<file path="src/rtl/disp_pkg.sv">
// Shared types, segment codes and helpers for the add/sub display front end.
package disp_pkg;

  typedef enum logic [1:0] {IDLE, LOAD, SHIFT, DONE} state_e;

  // Segments are {g,f,e,d,c,b,a}, active-low.
  localparam logic [6:0] SEG_BLANK = 7'h7F;
  localparam logic [6:0] SEG_MINUS = 7'b0111111;

  function automatic logic [6:0] hex7(input logic [3:0] h);
    logic [6:0] s;
    case (h)
      4'h0: s = 7'h40;
      4'h1: s = 7'h79;
      4'h2: s = 7'h24;
      4'h3: s = 7'h30;
      4'h4: s = 7'h19;
      4'h5: s = 7'h12;
      4'h6: s = 7'h02;
      4'h7: s = 7'h78;
      4'h8: s = 7'h00;
      4'h9: s = 7'h10;
      4'hA: s = 7'h08;
      4'hB: s = 7'h03;
      4'hC: s = 7'h46;
      4'hD: s = 7'h21;
      4'hE: s = 7'h06;
      default: s = 7'h0E;
    endcase
    return s;
  endfunction

  // Number of decimal digits needed to print 2**w.
  function automatic int dec_digits(input int w);
    longint unsigned v;
    int n;
    v = 64'd1 << w;
    n = 0;
    while (v != 0) begin
      v = v / 10;
      n = n + 1;
    end
    return n;
  endfunction

endpackage

</file>
<file path="src/rtl/bin2bcd_seq.sv">
// Sequential double-dabble: one LOAD cycle, W+1 SHIFT cycles, one DONE cycle.
module bin2bcd_seq
  import disp_pkg::*;
#(
  parameter int W    = 8,
  parameter int NDIG = 4
) (
  input  logic                    CLK,
  input  logic                    RSTn,
  input  logic                    start,
  input  logic [W:0]              bin,
  output logic                    load,
  output logic                    busy,
  output logic                    done,
  output logic [4*(NDIG-1)-1:0]   bcd
);

  localparam int BW = 4 * (NDIG - 1);
  localparam int CW = $clog2(W + 1);

  state_e        state_q, state_d;
  logic [W:0]    sh_q, sh_d;
  logic [BW-1:0] bcd_q, bcd_d, adj;
  logic [CW-1:0] cnt_q, cnt_d;

  always_comb begin
    adj = bcd_q;
    for (int i = 0; i < NDIG - 1; i++)
      if (bcd_q[4*i +: 4] >= 4'd5) adj[4*i +: 4] = bcd_q[4*i +: 4] + 4'd3;
  end

  always_comb begin
    state_d = state_q;
    sh_d    = sh_q;
    bcd_d   = bcd_q;
    cnt_d   = cnt_q;
    case (state_q)
      IDLE: if (start) state_d = LOAD;
      LOAD: begin
        sh_d    = bin;
        bcd_d   = '0;
        cnt_d   = '0;
        state_d = SHIFT;
      end
      SHIFT: begin
        bcd_d = {adj[BW-2:0], sh_q[W]};
        sh_d  = {sh_q[W-1:0], 1'b0};
        if (cnt_q == CW'(W)) begin
          cnt_d   = '0;
          state_d = DONE;
        end else begin
          cnt_d = cnt_q + 1'b1;
        end
      end
      DONE:    state_d = IDLE;
      default: state_d = IDLE;
    endcase
  end

  always_ff @(posedge CLK or negedge RSTn) begin
    if (!RSTn) begin
      state_q <= IDLE;
      sh_q    <= '0;
      bcd_q   <= '0;
      cnt_q   <= '0;
    end else begin
      state_q <= state_d;
      sh_q    <= sh_d;
      bcd_q   <= bcd_d;
      cnt_q   <= cnt_d;
    end
  end

  assign load = (state_q == LOAD);
  assign busy = (state_q == LOAD) || (state_q == SHIFT);
  assign done = (state_q == DONE);
  assign bcd  = bcd_q;

endmodule

</file>
<file path="src/rtl/addsub_disp_mux_n.sv">
// Signed A+/-B shown on an NDIG-digit multiplexed common-anode display
// with leading-zero blanking and a floating minus sign.
module addsub_disp_mux_n
  import disp_pkg::*;
#(
  parameter int W       = 8,
  parameter int NDIG    = 4,
  parameter int DIV     = 25000,
  parameter int HOLD_EN = 1
) (
  input  logic            CLK,
  input  logic            RSTn,
  input  logic [W-1:0]    A,
  input  logic [W-1:0]    B,
  input  logic            SUB,
  input  logic            HOLD,
  output logic [6:0]      SEG,
  output logic [NDIG-1:0] AN,
  output logic            VALID,
  output logic            BUSY
);

  localparam int BW = 4 * (NDIG - 1);
  localparam int TW = $clog2(DIV);
  localparam int IW = $clog2(NDIG);

  if (NDIG - 1 < dec_digits(W)) begin : g_ndig_chk
    $error("addsub_disp_mux_n: NDIG too small for W");
  end
  if (DIV < 2) begin : g_div_chk
    $error("addsub_disp_mux_n: DIV must be at least 2");
  end

  // Sign-extended to W+1 bits so the result never overflows; -2**W still fits as a magnitude.
  logic [W:0] a_x, b_x, r, mag;
  assign a_x = {A[W-1], A};
  assign b_x = {B[W-1], B};
  assign r   = SUB ? (a_x - b_x) : (a_x + b_x);
  assign mag = r[W] ? (~r + 1'b1) : r;

  logic          start, load, done;
  logic [BW-1:0] bcd;
  assign start = !((HOLD_EN != 0) && HOLD);

  bin2bcd_seq #(.W(W), .NDIG(NDIG)) u_b2b (
    .CLK   (CLK),
    .RSTn  (RSTn),
    .start (start),
    .bin   (mag),
    .load  (load),
    .busy  (BUSY),
    .done  (done),
    .bcd   (bcd)
  );

  logic          sign_q, dsign_q, valid_q;
  logic [BW-1:0] disp_q;
  logic [TW-1:0] tick_q;
  logic [IW-1:0] idx_q, k;
  logic [3:0]    dig;
  logic [6:0]    seg_d, seg_q;
  logic [NDIG-1:0] an_d, an_q;

  always_ff @(posedge CLK or negedge RSTn) begin
    if (!RSTn) begin
      sign_q  <= 1'b0;
      dsign_q <= 1'b0;
      valid_q <= 1'b0;
      disp_q  <= '0;
    end else begin
      if (load) sign_q <= r[W];
      if (done) begin
        disp_q  <= bcd;
        dsign_q <= sign_q;
        valid_q <= 1'b1;
      end
    end
  end

  always_ff @(posedge CLK or negedge RSTn) begin
    if (!RSTn) begin
      tick_q <= '0;
      idx_q  <= '0;
    end else if (tick_q == TW'(DIV - 1)) begin
      tick_q <= '0;
      idx_q  <= (idx_q == IW'(NDIG - 1)) ? '0 : idx_q + 1'b1;
    end else begin
      tick_q <= tick_q + 1'b1;
    end
  end

  // k: most significant nonzero BCD digit (0 for a zero value).
  always_comb begin
    k = '0;
    for (int i = 0; i < NDIG - 1; i++)
      if (disp_q[4*i +: 4] != 4'd0) k = IW'(i);
    dig = 4'd0;
    for (int i = 0; i < NDIG - 1; i++)
      if (idx_q == IW'(i)) dig = disp_q[4*i +: 4];
    seg_d = SEG_BLANK;
    if (valid_q) begin
      if (idx_q <= k)                            seg_d = hex7(dig);
      else if (dsign_q && (idx_q == k + IW'(1))) seg_d = SEG_MINUS;
    end
    an_d = ~({{(NDIG-1){1'b0}}, 1'b1} << idx_q);
  end

  always_ff @(posedge CLK or negedge RSTn) begin
    if (!RSTn) begin
      seg_q <= SEG_BLANK;
      an_q  <= '1;
    end else begin
      seg_q <= seg_d;
      an_q  <= an_d;
    end
  end

  assign SEG   = seg_q;
  assign AN    = an_q;
  assign VALID = valid_q;

endmodule

</file>
<file path="config.mk">
export PLATFORM = sky130hd
export DESIGN_NAME = addsub_disp_mux_n
export DESIGN_NICKNAME = d
export VERILOG_FILES = /design/src/rtl/disp_pkg.sv /design/src/rtl/bin2bcd_seq.sv /design/src/rtl/addsub_disp_mux_n.sv
export SDC_FILE = /design/constraint.sdc
export NUM_CORES = 1
export LEC_CHECK = 0
export ABC_CLOCK_PERIOD_IN_PS = 3400
export BUFFER_PORTS_ARGS = -buffer_cell sky130_fd_sc_hd__buf_2
export CAP_MARGIN = 30
export CORE_MARGIN = 8
export CORE_UTILIZATION = 60
export CTS_BUF_LIST = sky130_fd_sc_hd__clkbuf_16
export DETAILED_ROUTE_END_ITERATION = 16
export GPL_TIMING_DRIVEN = 0
export HOLD_SLACK_MARGIN = 0.1
export PLACE_DENSITY = 0.8
export SKIP_LAST_GASP = 1
export SLEW_MARGIN = 40
export SYNTH_ARGS = -nofsm -noshare
export SYNTH_HDL_FRONTEND = slang
export SYNTH_HIERARCHICAL = 1
export SYNTH_SLANG_ARGS = --single-unit
</file>
<file path="constraint.sdc">
create_clock -name CLK -period 3.4 [get_ports CLK]
set_clock_uncertainty 0.15 [all_clocks]
set_input_delay 0.34 -clock CLK [delete_from_list [all_inputs] [get_ports CLK]]
set_output_delay 0.34 -clock CLK [all_outputs]
set_load 0.05 [all_outputs]
</file>
==> impl_results.md, run 1 <==
- Distinct cells, synth: 71
- Layout cell share with drive strength beyond 1: 0.216
- WHS: around 0.33 ns
- # clock sinks: 70
- Hold Crit Class: input port to asynchronous set/reset pin
- Synth Cell Area: roughly 4400 um^2
- DR vias: 3401
- Initial Util: 0.616
- Xor and xnor fraction of the mapped netlist area: 0.0690
- Die height: slightly above 100 um
- Max-Cap Viols: 0
- Clk Latency, worst-skew pair: approximately 0.33 ns
- Rows: 31
- Worst setup SP type: input port
- Placer Congestion: between 0.8 and 0.9
- Largest family of logic cells by synthesized area: compound AO/OA/AOI/OAI gates
- Area Growth Syn to Fin: 14.5%
- Clock-pin slew on the worst setup and hold paths: around 0.060 ns
- Final Util: 0.705
- Vias in the first global route: around 3500
- RSZ-0062 raised after global routing: false
- Diode count: 0
- Port Buffer Count: 31
- Crit path kind: input port to flip-flop
- Total CTS buffers: 9
- Post-synthesis sequential area ratio: 0.398
- Critical Path, Cell by Cell: buf_2 -> nor4_1 -> a21oi_1 -> xnor2_1 -> ha_1 -> or3_4 -> o221a_1 -> or3_1 -> buf_6 -> a32o_1 -> xor2_1 -> mux2i_1 -> a21oi_1
- Delay of the slowest critical-path stage: slightly above 0.4 ns
- Post-Synthesis Net Count: between 400 and 500
- Ports: 33
- CTS root buf: clkbuf_16
- CTS tree: done
- EDFF count, synth: 0
- Status: completed
- Number of hold violations in the final report: 0
- Setup_tns: 0 ns
- Cells after DPL: 567
- Overflow after GRT: 0
- Synth top area share: 0.332
- DP Wirelength: 6680 um
- Rel. slew slack: 0.517
- Post-route DRC violation count: 0
- Setup Buffers After CTS: 0
- Final instance area: around 5100 um^2
- DRT antenna net count: 0
- Core area: roughly 7200 um^2
- Drt first pass iters: 4
- H-tree depth: 3
- Pre-CTS WS: -0.140 ns
- Total track usage: 0.186
- Worst VDD drop: roughly 480 uV
- Placed Area: 4740 um^2
- Setup WS post-layout: around 0.29 ns
- Worst path required time: 3.45 ns
- Initial antenna violation count: 0
- Synthesized-area fraction occupied by adder cells: 0.103
- CP max FO: 8
- Nets@finish: 536
- Pwr Total: 3.76 mW
- Clock Path Buffers: 2
- Setup Viol. Count Final: 0
- Worst-Margin Slew: a little over 0.7 ns
- Synth top area cells: dfrtp_1, ha_1, dfstp_2
- Prevailing post-synth register cell: dfrtp_1
- Slowest cell on crit path: nor4_1
- Simple-gate share of the synthesized area: 0.146
- Final std cells w/o fill: just under 600
- Pwr dens: roughly 740 nW/um^2
- Largest net degree at the start of global routing: 43
- Width of the die: about 100 um
- Cells after Synth: between 400 and 500
- Async SR Flop Fraction: 1.00
- CP arrival: between 3 and 4 ns
- Final Cycle Share: 0.915
- Post-synthesis register bit count: 70
- Syn_area_per_cell: 10.2 um^2
- Via/cell ratio: between 5 and 6
- First-pass GRT wire length: approximately 16000 um
- Mux cell area share after synthesis: 0.0682
- Final min period: between 3 and 4 ns
- Die area: 10400 um^2
- Crit. End Element: flip-flop
- DRT Wirelength: about 9100 um
- Routed WL per cell: 15.7 um
- LEAKAGE: between 2 and 2.5 nW
- DRT iter0 DRCs: 220
- Crit-path most repeated cell: a21oi_1
- Reg2Reg Setup Slack: around 0.64 ns
- Fin. max-slew vios: 0
- Yosys warns: 6
- Area leader, netlist: dfrtp_1
- Fmax: 321 MHz
- Compound-cell area share of the yosys netlist: 0.157
==> critical path, delay by kind of cell <==
kind            cells  cell delay (ns)
compound gates      4             0.69
xor+xnor            2             0.29
fa+ha+maj           1             0.27
buf+inv             2             0.27
mux                 1             0.13
simple gates        3             1.16
==> Yosys cell counts (all sizes together) (3+ instances only) <==
| master | n |
|---|---|
| o22ai | 4 |
| inv | 38 |
| a21oi | 26 |
| buf | 12 |
| mux2 | 15 |
| or3 | 3 |
| o31a | 3 |
| nand3b | 6 |
| mux2i | 13 |
| ha | 35 |
| dfstp | 11 |
| nand4 | 3 |
| o21ai | 16 |
| nand2b | 4 |
| xnor2 | 17 |
| dfrtp | 59 |
| a31oi | 3 |
| o221ai | 10 |
| nor3 | 4 |
| nand2 | 18 |
| nand3 | 25 |
| a22oi | 3 |
| nor2b | 8 |
| a211o | 7 |
| xor2 | 18 |
| nor2 | 29 |
| nor4 | 4 |
==> cells by family (layout without fill, tap and decap cells) <==
family / Yosys count / count (layout)
simple gates: 119 / 119
compound gates: 96 / 96
flops: 70 / 70
buf+inv: 52 / 101
fa+ha+maj: 36 / 36
xor+xnor: 35 / 35
mux: 28 / 28
==> state kept, by name, indices dropped and copies added, names as in the netlist <==
register and flops:
dsign_q 1, VALID 1, AN 4, tick_q 15, u_b2b/sh_q 9, u_b2b/bcd 12
sign_q 1, u_b2b/cnt_q 4, idx_q 2, disp_q 12, SEG 7, u_b2b/state_q 2
==> cells in the final DEF, fill, tap and decap left out, types with 9 or more instances in the layout <==
| cell type | Yosys | layout |
|---|---|---|
| dfrtp_1 | 59 | 59 |
| inv_1 | 37 | 38 |
| ha_1 | 35 | 35 |
| buf_2 | 4 | 34 |
| nor2_1 | 29 | 29 |
| a21oi_1 | 25 | 25 |
| nand3_1 | 25 | 25 |
| xor2_1 | 18 | 18 |
| nand2_1 | 17 | 17 |
| xnor2_1 | 17 | 17 |
| mux2_2 | 14 | 14 |
| mux2i_1 | 13 | 13 |
| o21ai_0 | 12 | 12 |
| dfstp_2 | 11 | 11 |
| o221ai_1 | 10 | 10 |
| clkbuf_16 | 0 | 9 |
==> path summary, 6_finish.rpt <==
check,cells after the start,endpoint,startpoint
min in group CLK,1,tick_q[9],tick_q[9]
hold reg to reg,1,tick_q[9],tick_q[9]
hold / removal,2,tick_q[0],RSTn
setup reg to reg,10,SEG[6],idx_q[1]
setup / recovery,13,u_b2b/sh_q[7],B[3]
max in group asynchronous,3,disp_q[11],RSTn
==> where the power goes <==
part / internal, mW / switching, mW
clock: 0.645 / 0.360
combinational: 0.682 / 0.984
sequential: 0.996 / 0.0968
total: 2.32 / 1.44
==> repair_timing <==
item                       CTS  global route
hold endpoints to repair    28             0
gates resized for setup      0             2
setup endpoints to repair    0             8
hold buffers                 1             0
==> final cells by class <==
class,instances,area (um^2)
Buffer,14,123
Clock buffer,9,225
Clock inverter,7,98.8
Fill cell,560,2130
Inverter,38,143
Multi-Input combinational cell,314,2420
Sequential cell,70,1770
Tap cell,99,124
Timing Repair Buffer,33,188
==> per-layer routing <==
metal | global-route usage | vias up | wire length, um
met5 | 0 | - | 0
met1 | 0.199 | 1651 | 3770
li1 | - | 1649 | -
met2 | 0.350 | 87 | 4910
met3 | 0.0381 | 14 | 361
met4 | 0.0666 | 0 | 114
Note: power is estimated with default switching activity, not from simulation.
==> run 2, diff against run 1 <==
Settings changed: ABC_AREA set to 1, PLACE_DENSITY 0.8 to 0.79.
==> impl_results.md, run 2 <==
- Clock Path Buffers: 2 (unchanged)
- Post-synthesis register bit count: 70 (unchanged)
- Post-synthesis sequential area ratio: 0.388 (-0.00919)
- DRT Wirelength: 9250 um (+1.1%)
- # clock sinks: 70 (unchanged)
- Pwr Total: 3.20 mW (-15%)
- DR vias: 3912 (+15%)
- Most common cell after layout, fill and taps aside: nand2_1
- Prevailing post-synth register cell: dfrtp_1
- Die area: 10600 um^2 (+2.0%)
- Max-Cap Viols: 0 (unchanged)
- Post-synth top cells: nand2_1, inv_1, dfrtp_1
- Final min period: 2.75 ns (-0.359 ns)
- Synth Cell Area: 4550 um^2 (+2.4%)
- Rows: 31 (unchanged)
- DP Wirelength: 6790 um (+1.6%)
- First-pass GRT wire length: 16300 um (+5.3%)
- Most flops, register: tick_q
- Total track usage: 0.192 (+0.00594)
- CTS root buf: clkbuf_16
- Setup WS post-layout: 0.648 ns (+0.359 ns)
- LEAKAGE: 2.79 nW (+23%)
- Reg2Reg Setup Slack: 0.72 ns (+0.08 ns)
- H-tree depth: 3 (unchanged)
- Via/cell ratio: 5.20 (-11%)
- Vias in the first global route: 3873 (+11%)
- Final Util: 0.712 (+0.00726)
- DRT antenna net count: 0 (unchanged)
- Cells after DPL: 735 (+30%)
- Setup_tns: 0 ns (unchanged)
- Post-route DRC violation count: 0 (unchanged)
- Crit. End Element: flip-flop
- Fin. max-slew vios: 0 (unchanged)
- DRT iter0 DRCs: 167 (-24%)
- Worst path required time: 3.45 ns (about the same)
- Overflow after GRT: 0 (unchanged)
- WHS: 0.226 ns (-0.108 ns)
- Final instance area: 5190 um^2 (+2.1%)
- Drt first pass iters: 5 (+1)
- EDFF count, synth: 0 (unchanged)
- Pwr dens: 617 nW/um^2 (-17%)
- Crit path kind: input port to flip-flop
- RSZ-0062 raised after global routing: false
- Clk Latency, worst-skew pair: 0.33 ns (about the same)
- CP arrival: 2.80 ns (-0.36 ns)
- Fmax: 363 MHz (+13%)
- CTS tree: done
- Max reg flops: 15 (unchanged)
- Area Growth Syn to Fin: 14.2%
- Worst VDD drop: 932 uV (+93%)
- Placer Congestion: 0.836 (-0.44%)
- Most frequent cells in the layout: nand2_1, inv_1, dfrtp_1
- Final std cells w/o fill: 752 (+29%)
- Distinct cells, synth: 41 (-42%)
- Initial antenna violation count: 0 (unchanged)
- Core area: 7290 um^2 (+1.1%)
- CP max FO: 10 (+2)
- Placed Area: 4860 um^2 (+2.5%)
- Rel. slew slack: 0.639 (+0.122)
- Initial Util: 0.623 (+0.00787)
- Area leader, netlist: dfrtp_1
- Layout cell share with drive strength beyond 1: 0.142 (-0.0741)
- Async SR Flop Fraction: 1.00 (unchanged)
- Setup Viol. Count Final: 0 (unchanged)
- Port Buffer Count: 31 (unchanged)
- Width of the die: 103 um (+0.99%)
- Cells after Synth: 604 (+39%)
- Syn_area_per_cell: 7.53 um^2 (-26%)
- Nets@finish: 704 (+31%)
- Ports: 33 (unchanged)
- Final Cycle Share: 0.809 (-0.105)
- Worst-Margin Slew: 0.541 ns (-0.176 ns)
- Reg2reg path depth: 12 (+2)
- Synth top area cells: dfrtp_1, nand2_1, ha_1
- Setup Buffers After CTS: 0 (unchanged)
- Routed WL per cell: 12.3 um (-21%)
- Worst setup SP type: input port
- Die height: 103 um (+0.99%)
- Clock-pin slew on the worst setup and hold paths: 0.06 ns (about the same)
- Hold Crit Class: input port to asynchronous set/reset pin
- Status: completed
- Pre-CTS WS: 0.296 ns (+0.436 ns)
- Synth top area share: 0.325 (-0.00769)
- Yosys warns: 6 (unchanged)
- Number of hold violations in the final report: 0 (unchanged)
- Reg2reg start: idx_q[1]
- Most frequent cell after synthesis: nand2_1
- Diode count: 0 (unchanged)
- Post-Synthesis Net Count: 660 (+34%)
- RR Endpoint: SEG[0]
- Total CTS buffers: 9 (unchanged)
- Largest net degree at the start of global routing: 63 (+47%)
## run 2: changes by cell type after synthesis, sizes merged, moves of 13 or more
cell / before / now
nand2: 18 / 171
inv: 38 / 109
mux2i: 13 / 0
mux2: 15 / 0
o21ai: 16 / 37
nand3: 25 / 58
## run 2: layout make-up
class / count / area (um^2)
plain buffers: 10 / 70.1
clock buffers: 9 / 225
clock inverters: 7 / 98.8
fillers: 576 / 2100
inverters: 109 / 409
multi-input cells: 415 / 2300
flip-flops and latches: 70 / 1770
well taps: 99 / 124
repair buffers: 33 / 199
## run 2: worst max-delay path: stages
cell     delay [ns]
buf_2          0.11
nor3_1         0.31
nand2_1        0.09
o21ai_0        0.21
xor2_1         0.16
inv_1          0.05
ha_1           0.34
nand2_1        0.10
nand2_1        0.06
nand3_1        0.09
nand2_1        0.06
a21oi_1        0.15
nand3_2        0.17
nand2_4        0.12
buf_8          0.13
nand2_1        0.05
nand2_1        0.05
nand2_1        0.05
nand3_1        0.08
nand3_1        0.09
## run 2: what timing repair did
item                       4_1_cts  5_1_grt
hold endpoints to repair        59        0
gates resized for setup          0        0
setup endpoints to repair        0        0
hold buffers                     1        0
## run 2: cell families (layout without fill, tap and decap cells)
group / Yosys count / after routing / share of synthesized area
adders and majority gates: 36 / 36 / 0.101
buffers and inverters: 119 / 168 / 0.105
and+or+nand+nor: 291 / 291 / 0.280
DFF: 70 / 70 / 0.388
AOI/OAI and AO/OA: 75 / 75 / 0.100
xor gates and xnor gates: 13 / 13 / 0.0250
## run 2: where the power goes
group / switching [mW] / internal, mW / total, mW
registers: 0.0606 / 0.966 / 1.03
clock network: 0.349 / 0.645 / 0.994
logic: 0.797 / 0.387 / 1.18
total: 1.21 / 2.00 / 3.20
## run 2: routing by layer
| metal | share of wire | GRT usage | vias to the layer above |
|---|---|---|---|
| li1 | - | - | 2020 |
| met1 | 0.44 | 0.220 | 1807 |
| met2 | 0.51 | 0.345 | 73 |
| met3 | 0.038 | 0.0365 | 12 |
| met4 | 0.0099 | 0.0712 | 0 |
| met5 | 0 | 0 | - |
## run 2: how the worst max path moves through the flow
stage                     startpoint       endpoint
final                           B[1]  u_b2b/sh_q[2]
after floorplan                 B[1]  u_b2b/sh_q[2]
after detailed placement        B[1]  u_b2b/sh_q[2]
after CTS                       B[1]  u_b2b/sh_q[2]
after global placement          B[1]  u_b2b/sh_q[6]
after global routing            B[1]  u_b2b/sh_q[6]
==> run 3, diff against run 2 <==
Settings changed: ABC_CLOCK_PERIOD_IN_PS 3400 to 2500, CORE_UTILIZATION 60 to 55, PLACE_DENSITY 0.79 to 0.77.
Clock period 3.4 ns to 2.5 ns, I/O delays scaled along.
==> impl_results.md, run 3 (synthesis gave the netlist of run 2 again) <==
- Clock power frac: 0.300 (-0.010)
- Fillcell total: 673 (+17%)
- Post-route DRC violation count: 0 (unchanged)
- CP arrival: 2.44 ns (-0.36 ns)
- Worst-Margin Slew: 0.462 ns (-0.0790 ns)
- First-pass GRT wire length: 16700 um (+2.2%)
- Flop pwr share: 0.310 (-0.010)
- DRT antenna net count: 0 (unchanged)
- Reg2reg path depth: 12 (unchanged)
- Worst VDD drop: 1020 uV (+8.9%)
- Most frequent cells in the layout: nand2_1, inv_1, dfrtp_1
- Pwr dens: 822 nW/um^2 (+33%)
- Rel. slew slack: 0.692 (+0.0527)
- Initial antenna violation count: 0 (unchanged)
- Most common cell after layout, fill and taps aside: nand2_1
- Min-delay src: HOLD
- Reg2reg start: idx_q[1]
- DRT Wirelength: 10300 um (+11%)
- Crit path kind: input port to flip-flop
- Port Buffer Count: 31 (unchanged)
- DP Wirelength: 7340 um (+8.1%)
- Setup Viol. Count Final: 0 (unchanged)
- Width of the die: 107 um (+3.8%)
- Diode count: 0 (unchanged)
- Logic pwr share: 0.389 (+0.020)
- H-tree depth: 3 (unchanged)
- Global route hottest layer: met2
- Overflow after GRT: 0 (unchanged)
- Area of the multi-input gates: 2460 um^2 (+7.0%)
- Layout cell share with drive strength beyond 1: 0.197 (+0.0549)
- DR vias: 4056 (+3.7%)
- Met3 Usage GRT: 0.0366 (+0.000131)
- Fin. max-slew vios: 0 (unchanged)
- Clk Latency, worst-skew pair: 0.33 ns (about the same)
- Number of hold violations in the final report: 0 (unchanged)
- Clock-pin slew on the worst setup and hold paths: 0.05 ns (about the same)
- Switching share of power: 0.383 (+0.00658)
- Clock Path Buffers: 2 (unchanged)
- Vias in the first global route: 3777 (-2.5%)
- Final min period: 2.38 ns
- Ports: 33 (unchanged)
- Hold Path Depth: 6
- Initial Util: 0.559 (-0.0645)
- Crit. End Element: flip-flop
- CP max FO: 5 (-5)
- Core area: 8130 um^2 (+12%)
- Most flops, register: tick_q
- Die height: 107 um (+3.8%)
- Hold Crit Class: input port to flip-flop
- Via/cell ratio: 5.27 (+1.4%)
- Area Growth Syn to Fin: 20.5%
- Total CTS buffers: 9 (unchanged)
- Die area: 11400 um^2 (+7.7%)
- Largest net degree at the start of global routing: 48 (-24%)
- Final Cycle Share: 0.952
- # clock sinks: 70 (unchanged)
- Total track usage: 0.177 (-0.0146)
- Rows: 33 (+6.5%)
- Max-Cap Viols: 0 (unchanged)
- RSZ-0062 raised after global routing: true
- Drt first pass iters: 5 (unchanged)
- Internal: 2.78 mW (+39%)
- FF+latch area: 1770 um^2 (unchanged)
- CTS root buf: clkbuf_16
- Worst setup SP type: input port
- CTS tree: done
- Setup crit start: B[2]
- Routed WL per cell: 13.4 um (+9.0%)
- Nets@finish: 715 (+1.6%)
- Placer Congestion: 0.907 (+8.5%)
- GR Util met2: 0.300 (-0.0452)
- Status: completed
- LEAKAGE: 2.87 nW (+3.0%)
- Net Sw Power: 1.73 mW (+43%)
- DRT iter0 DRCs: 201 (+20%)
- WHS: 0.152 ns (-0.0744 ns)
- Final Util: 0.673 (-0.0390)
- GR Layer Usage met1: 0.219 (-0.00119)
- Worst path required time: 2.56 ns (-0.89 ns)
- Max reg flops: 15 (unchanged)
- Fmax: between 400 and 500 MHz
==> run 3: critical path, stage by stage <==
cell and delay (ns):
buf_4 0.13, nor3_4 0.19, buf_4 0.14, a31oi_2 0.09, xnor2_1 0.14, ha_2 0.39
inv_2 0.06, nor3_2 0.22, buf_4 0.15, a21oi_2 0.04, nand3_2 0.11, nand2_4 0.09
clkbuf_16 0.16, nand2_1 0.06, nand2_1 0.05, nand3_1 0.09, nand3_1 0.07
==> run 3: metal layers <==
layer / part of all wire / vias up
met1: 0.45 / 1906
met5: 0 / -
met4: 0.027 / 0
met2: 0.49 / 89
li1: - / 2036
met3: 0.035 / 25
==> run 3: path summary, 6_finish.rpt <==
path | endpoint | slack [ns]
max in group asynchronous | AN[0] | 1.44
max reg2reg | SEG[0] | 0.15
min | u_b2b/state_q[0] | 0.15
min in group asynchronous | u_b2b/bcd[10] | 0.19
max | u_b2b/sh_q[5] | 0.12
min reg2reg | u_b2b/sh_q[2] | 0.33
==> run 3: final cells by class <==
cell class | count | share of cell area
inverter | 109 | 0.0761
multi-input combinational | 415 | 0.450
timing repair buffer | 44 | 0.0574
clock inverter | 7 | 0.0165
tap | 105 | 0.0240
clock buffer | 9 | 0.0411
buffer | 10 | 0.0128
sequential | 70 | 0.322
==> run 3: timing repair <==
item	CTS	global route
resized for setup	1	44
hold endpoints to repair	59	0
hold buffers	1	0
setup buffers	2	8
cloned	0	1
setup endpoints to repair	9	11
pin swaps	2	24
==> run 3: power groups by stage <==
| stage | clock, mW | sequential [mW] | combinational, mW |
|---|---|---|---|
| floorplan | 0 | 1.47 | 1.16 |
| global placement | 0 | 1.41 | 1.56 |
| detailed placement | 0 | 1.41 | 1.62 |
| CTS | 1.37 | 1.40 | 1.65 |
| global route | 1.42 | 1.42 | 1.95 |
| finish | 1.35 | 1.40 | 1.75 |
==> run 3: per-stage QoR <==
stage	setup WS, ns	total power, mW	std cells	setup TNS, ns	area, um^2
after floorplan	0.0165	2.63	604	0	4560
after global placement	-0.362	2.97	740	-2.47	4850
after detailed placement	-0.406	3.03	741	-3.02	4880
after CTS	0.00834	4.41	760	0	5230
after global routing	-0.0845	4.78	769	-0.402	5480
final	0.120	4.50	769	0	5480
